### config.mk
export PLATFORM = sky130hd
export DESIGN_NAME = top_prod_accum_stage
export DESIGN_NICKNAME = d
export VERILOG_FILES = /design/src/rtl/top_prod_accum_stage.sv
export SDC_FILE = /design/constraint.sdc
export NUM_CORES = 1
export LEC_CHECK = 0
export BUFFER_PORTS_ARGS = -buffer_cell sky130_fd_sc_hd__buf_2
export CORE_ASPECT_RATIO = 0.6
export CORE_MARGIN = 2
export CORE_UTILIZATION = 50
export CTS_CLUSTER_SIZE = 12
export DETAILED_ROUTE_END_ITERATION = 10
export PLACE_DENSITY = 0.71
export SYNTH_ARGS = -nofsm -noshare
export SYNTH_HDL_FRONTEND = slang
export SYNTH_SLANG_ARGS = --single-unit
export TNS_END_PERCENT = 1
### constraint.sdc
create_clock -name clk -period 9.7 [get_ports clk]
set_clock_uncertainty 0.1 [all_clocks]
set_input_delay 2.425 -clock clk [delete_from_list [all_inputs] [get_ports clk]]
set_output_delay 2.425 -clock clk [all_outputs]
set_load 0.01 [all_outputs]
### src/rtl/top_prod_accum_stage.sv
// Product accumulator behind the 13x6 multiplier: tracks beats through its pipeline,
// sums each in_last-terminated group and holds the result on a valid/ready port.
// Optional saturation and overflow reporting: define PROD_ACC_SAT_EN.
module top_prod_accum_stage #(
  parameter int PROD_WIDTH = 18,
  parameter int ACC_WIDTH  = 32,
  parameter int CNT_WIDTH  = 16,
  parameter int MUL_LAT    = 2
) (
  input  logic                  clk,
  input  logic                  reset,
  input  logic                  in_valid,
  input  logic                  in_last,
  output logic                  in_ready,
  output logic                  mul_ce,
  input  logic [PROD_WIDTH-1:0] mul_dout,
  output logic                  out_valid,
  input  logic                  out_ready,
  output logic [ACC_WIDTH-1:0]  out_sum,
  output logic [CNT_WIDTH-1:0]  out_cnt,
  output logic                  out_ovf
);

  // state | meaning
  // ACCUM | summing the current group, out_valid low
  // HOLD  | result presented, out_valid high until out_ready
  typedef enum logic {ACCUM, HOLD} state_t;

  state_t               state, state_nxt;
  logic                 stall, ce;
  logic [MUL_LAT-1:0]   v_pipe, l_pipe;
  logic                 tail, tail_last;
  logic [ACC_WIDTH-1:0] acc, acc_nxt;
  logic [CNT_WIDTH-1:0] cnt, cnt_nxt;
  logic                 ovf_nxt;

  assign out_valid = (state == HOLD);
  assign stall     = out_valid & ~out_ready;
  assign ce        = ~stall;
  assign in_ready  = ce;
  assign mul_ce    = ce;

  assign tail      = v_pipe[MUL_LAT-1] & ce;
  assign tail_last = tail & l_pipe[MUL_LAT-1];
  assign cnt_nxt   = cnt + CNT_WIDTH'(1);

`ifdef PROD_ACC_SAT_EN
  logic                 ovf;
  logic [ACC_WIDTH:0]   sum_raw;

  assign sum_raw = {1'b0, acc} + (ACC_WIDTH+1)'(mul_dout);
  assign acc_nxt = sum_raw[ACC_WIDTH] ? {ACC_WIDTH{1'b1}} : sum_raw[ACC_WIDTH-1:0];
  assign ovf_nxt = ovf | sum_raw[ACC_WIDTH];

  always_ff @(posedge clk) begin
    if (reset) begin
      ovf <= 1'b0;
    end else if (tail_last) begin
      ovf <= 1'b0;
    end else if (tail) begin
      ovf <= ovf_nxt;
    end
  end
`else
  assign acc_nxt = acc + ACC_WIDTH'(mul_dout);
  assign ovf_nxt = 1'b0;
`endif

  always_ff @(posedge clk) begin
    if (reset) state <= ACCUM;
    else       state <= state_nxt;
  end

  // In HOLD a last tail arriving on the release cycle reloads the result with no bubble.
  always_comb begin
    state_nxt = state;
    unique case (state)
      ACCUM:   if (tail_last) state_nxt = HOLD;
      HOLD:    if (ce && !tail_last) state_nxt = ACCUM;
      default: state_nxt = ACCUM;
    endcase
  end

  always_ff @(posedge clk) begin
    if (reset) begin
      v_pipe  <= '0;
      l_pipe  <= '0;
      acc     <= '0;
      cnt     <= '0;
      out_sum <= '0;
      out_cnt <= '0;
      out_ovf <= 1'b0;
    end else if (ce) begin
      v_pipe <= {v_pipe[MUL_LAT-2:0], in_valid};
      l_pipe <= {l_pipe[MUL_LAT-2:0], in_last};
      if (tail_last) begin
        out_sum <= acc_nxt;
        out_cnt <= cnt_nxt;
        out_ovf <= ovf_nxt;
        acc     <= '0;
        cnt     <= '0;
      end else if (tail) begin
        acc <= acc_nxt;
        cnt <= cnt_nxt;
      end
    end
  end

endmodule

Word-level counts from Yosys, hierarchy flattened. Cells that the tools add are included.

Logic and storage cells: 27. Input bits: 23. Output and inout bits: 52. Register bits: 101.

Mux-type cells: 7. Add/subtract/negate cells: 2. Reduce and logical (&&, ||, !) cells: 5. Bitwise gates (word level): 6.

Operator list (number): $mux 32 (2); $add 32x18->32 (1); $mux 16 (2); $add 16x1->16 const B (1); $reduce_and 2->1 (2); $and 1x1->1 (3); $not 1->1 (3); $mux 1 (2); $pmux 1 s2 (1); $reduce_bool 2->1 (1); $logic_and 1x1->1 (1); $logic_not 1->1 (1).

Longest topological paths before layout.
Depth in word-level cells: 9. Mapped depth: 10. Depth with buffers taken out: 8.

Worst setup path after synthesis. No wires, ideal clock.

Path kind: input to output. From: input out_ready. To: output mul_ce. Buffers on the path: 2. Arrival: 2.877 ns. Required time: 7.175 ns. Cell stages on the path: 3. Path slack: 4.298 ns. Cell sequence: nand2b_1 buf_2 buf_4.

Word-level cells in the longest chain between the ends: 3.

RTL lines: from (decl) (line 18) `input logic out_ready,`; $not 1->1 (line 38) `assign stall = out_valid & ~out_ready;`; $and 1x1->1 (line 38); $not 1->1 (no source line); to (decl) (line 15) `output logic mul_ce,`.

No other way between the ends.

Worst setup path after layout.
From: input out_ready. To: output in_ready.

Word-level cells in the longest chain between the ends: 3.

RTL lines: $not 1->1 (line 38); $and 1x1->1 (line 38); $not 1->1 (no source line); to (decl) (line 14) `output logic in_ready,`.

No other way between the ends.

==> metrics.txt <==
share of layout cells above drive strength 1=14.7%; CTS H-Tree Depth=3; Tmin final=roughly 5.6 ns; Top FF cell, synth=dfxtp_1; CTS tree=done; share of the synthesized area in the top cell type=35.2%; TritonCTS Sinks=about 100; Critical Path, Cell by Cell=buf_2 > nand2b_1 > buf_2; Async S/R FF share, synth=0%; Yosys warning count=0; CTS Buf Count=9; worst r2r src=acc[0]; fmax=178 MHz; gpl congestion=0.876; placed cell count=889; Hold Vio Cnt, Final=0; WHS Endpoint=out_sum[11]; Die Area=around 0.012 mm^2; reg-to-reg slack, setup=6.78 ns; Critical Path Source Type=input pin; routed vias/inst=a little over 6; peak supply drop=0.101 mV; Worst Path Buf+Inv=2; DRT iter0 DRCs=slightly above 400; Vias=around 5,600; Crit path required time=7.18 ns; first-pass GRT wire length=24,600 um; top cells by area, synth=dfxtp_1, a21oi_1, nand2_1, ha_1, nor2_1; # setup viols final=0; via count of the first global-routing pass=4,917; MaxCap Viol Count=0; Cell Pwr Density=139 mW/mm^2; synthesized instance count=roughly 720; Area Growth Syn to Fin=11.4%; static leakage=around 0.0026 uW; largest family of logic cells by synthesized area=simple AND/OR/NAND/NOR gates; # DRC=0; Synth cell types=70; post_cts resized=0; Port Buf Inserts=between 70 and 80; Post-DP Area=0.00609 mm^2; Final Non-Filler Cells=905; drt first pass iters=5; setup TNS=0 ns; CP max-delay cell=nand2b_1; largest net degree at the start of global routing=86; initial antenna violation count=0; critical path arrival=3.08 ns; IO Pins=between 70 and 80; Slew Limit Fails=0; Root Driver=clkbuf_16; register area share after synthesis=35.2%; commonest non-fill, non-tap cell in the layout=dfxtp_1; largest fanout on the critical path=10; routed length per placed instance=16.8 um; Synth Register Bits=101; syn avg cell area=7.96 um^2; chip height=a little under 90 um; CP Class=input pin to primary output; Post-DP HPWL=10,200 um; final wirelength=15,200 um; gr ovfl total=0; Total GRT Usage=24.6%; number of enable flip-flop cells after synthesis=0; Final Cycle Share=around 58%; Final Cell Area=0.00640 mm^2; clock insertion delay at the later pin of the skew report=0.35 ns; met3 routed WL=1110 um; Adder-Cell Fraction of Synth Area=4.49%; Post-Syn Area=~0.0057 mm^2; Simple-Gate Fraction of Synth Area=27.6%; R2R cell count=8; Antenna diodes=0; RSZ-0062 raised after global routing=false; cell family with most CP delay=buffers and inverters; Crit path largest cell delay=around 0.32 ns; crit-path most repeated cell=buf_2; row count=30; DR WL met2=between 6000 and 7000 um; worst hold path class=register to register; WL met1=7460 um; nets=between 700 and 800; Starting Density=51.0%; Max Used Layer=met4; status=finished, final reports clean; CORE AREA=approximately 0.011 mm^2; Hold Crit Depth=2; Post-Synth XOR/XNOR Area=under 10%; Hold Buf Count CTS=0; largest area contributor in the synthesized netlist=dfxtp_1; multiplexer share of the synthesized area=1.76%; Hold Crit Start=out_sum[11]; clk buf depth=2; most frequent cells in the layout=dfxtp_1, nand2_1, buf_2; Setup crit end kind=primary output; Tightest Pin Transition=1.20 ns; die width=142 um; Worst-path clk slew=around 0.070 ns; worst flop-to-flop path endpoint=out_sum[16]; Slew HR=20.2%; post-CTS setup repair buffer count=0; Mapped Nets=765; Compound-Gate Fraction of Synth Area=23.6%; Antenna Nets Post-Route=0
## metal layers
layer | global-route usage, % | vias to the layer above
li1 | - | 2732
met1 | 36.0 | 2705
met2 | 36.8 | 191
met5 | 0 | -
met3 | 5.44 | 18
met4 | 6.21 | 0
## layout make-up
cell class | instances | area (um^2)
Tap cell | 144 | 180
Clock inverter | 3 | 42.5
Inverter | 2 | 7.51
Fill cell | 1048 | 4860
Multi-Input combinational cell | 564 | 3470
Timing Repair Buffer | 78 | 403
Sequential cell | 101 | 2020
Clock buffer | 13 | 270
## cell usage after synthesis (10+ instances only)
cell type  number
nand2_1        81
nand3_1        38
a21oi_1        62
and3_1         18
ha_1           19
or3_1          15
or4_1          10
dfxtp_1       101
a21o_1         10
xnor2_1        11
nand4_1        11
a31oi_1        19
nor2_1         59
o21ai_0        42
nor3_1         25
clkbuf_1       41
o211ai_1       10
## kinds of logic (layout without fill, tap and decap cells)
| kind of cell | after synthesis | count (layout) |
|---|---|---|
| DFF | 101 | 101 |
| AOI/OAI and AO/OA | 204 | 204 |
| muxes | 10 | 10 |
| and+or+nand+nor | 310 | 310 |
| other | 1 | 1 |
| buffers and inverters | 57 | 96 |
| xor gates and xnor gates | 19 | 19 |
| adders and majority gates | 20 | 20 |
## power breakdown
group / switching, uW / internal, uW / total [uW]
registers: 3.94 / 421 / 424
logic: 56.2 / 28.2 / 84.4
clock network: 161 / 221 / 382
total: 221 / 670 / 891
## flip-flops by register name, indices dropped and copies added (netlist names)
register   count
cnt           16
out_valid      1
out_sum       32
acc           32
l_pipe         2
v_pipe         2
out_cnt       16
## per-stage QoR
| step | power [uW] | util, % | hold slack (ns) | setup WS (ns) |
|---|---|---|---|---|
| final | 891 | 56.8 | 0.353 | 4.09 |
| after global routing | 919 | 56.8 | 0.400 | 4.05 |
| after CTS | 894 | 56.8 | 0.358 | 4.10 |
| after detailed placement | 516 | 54.0 | 0.348 | 4.10 |
| after global placement | 514 | 54.0 | 0.344 | 4.13 |
| after floorplan | 494 | - | 0.329 | 4.30 |
## tightest hold or removal path, delay by kind of cell (launching register included)
family | cells | cell delay [ns]
AOI/OAI and AO/OA | 1 | 0.05
DFF | 1 | 0.31
and+or+nand+nor | 1 | 0.05
## worst max-delay path by stage
stage	startpoint	end	depth (start not counted)
final	out_ready	in_ready	3
after global routing	out_ready	in_ready	3
after CTS	out_ready	in_ready	3
after detailed placement	out_ready	in_ready	3
after global placement	out_ready	in_ready	3
after floorplan	out_ready	mul_ce	3
No activity file was read; power rests on OpenSTA's default activity.
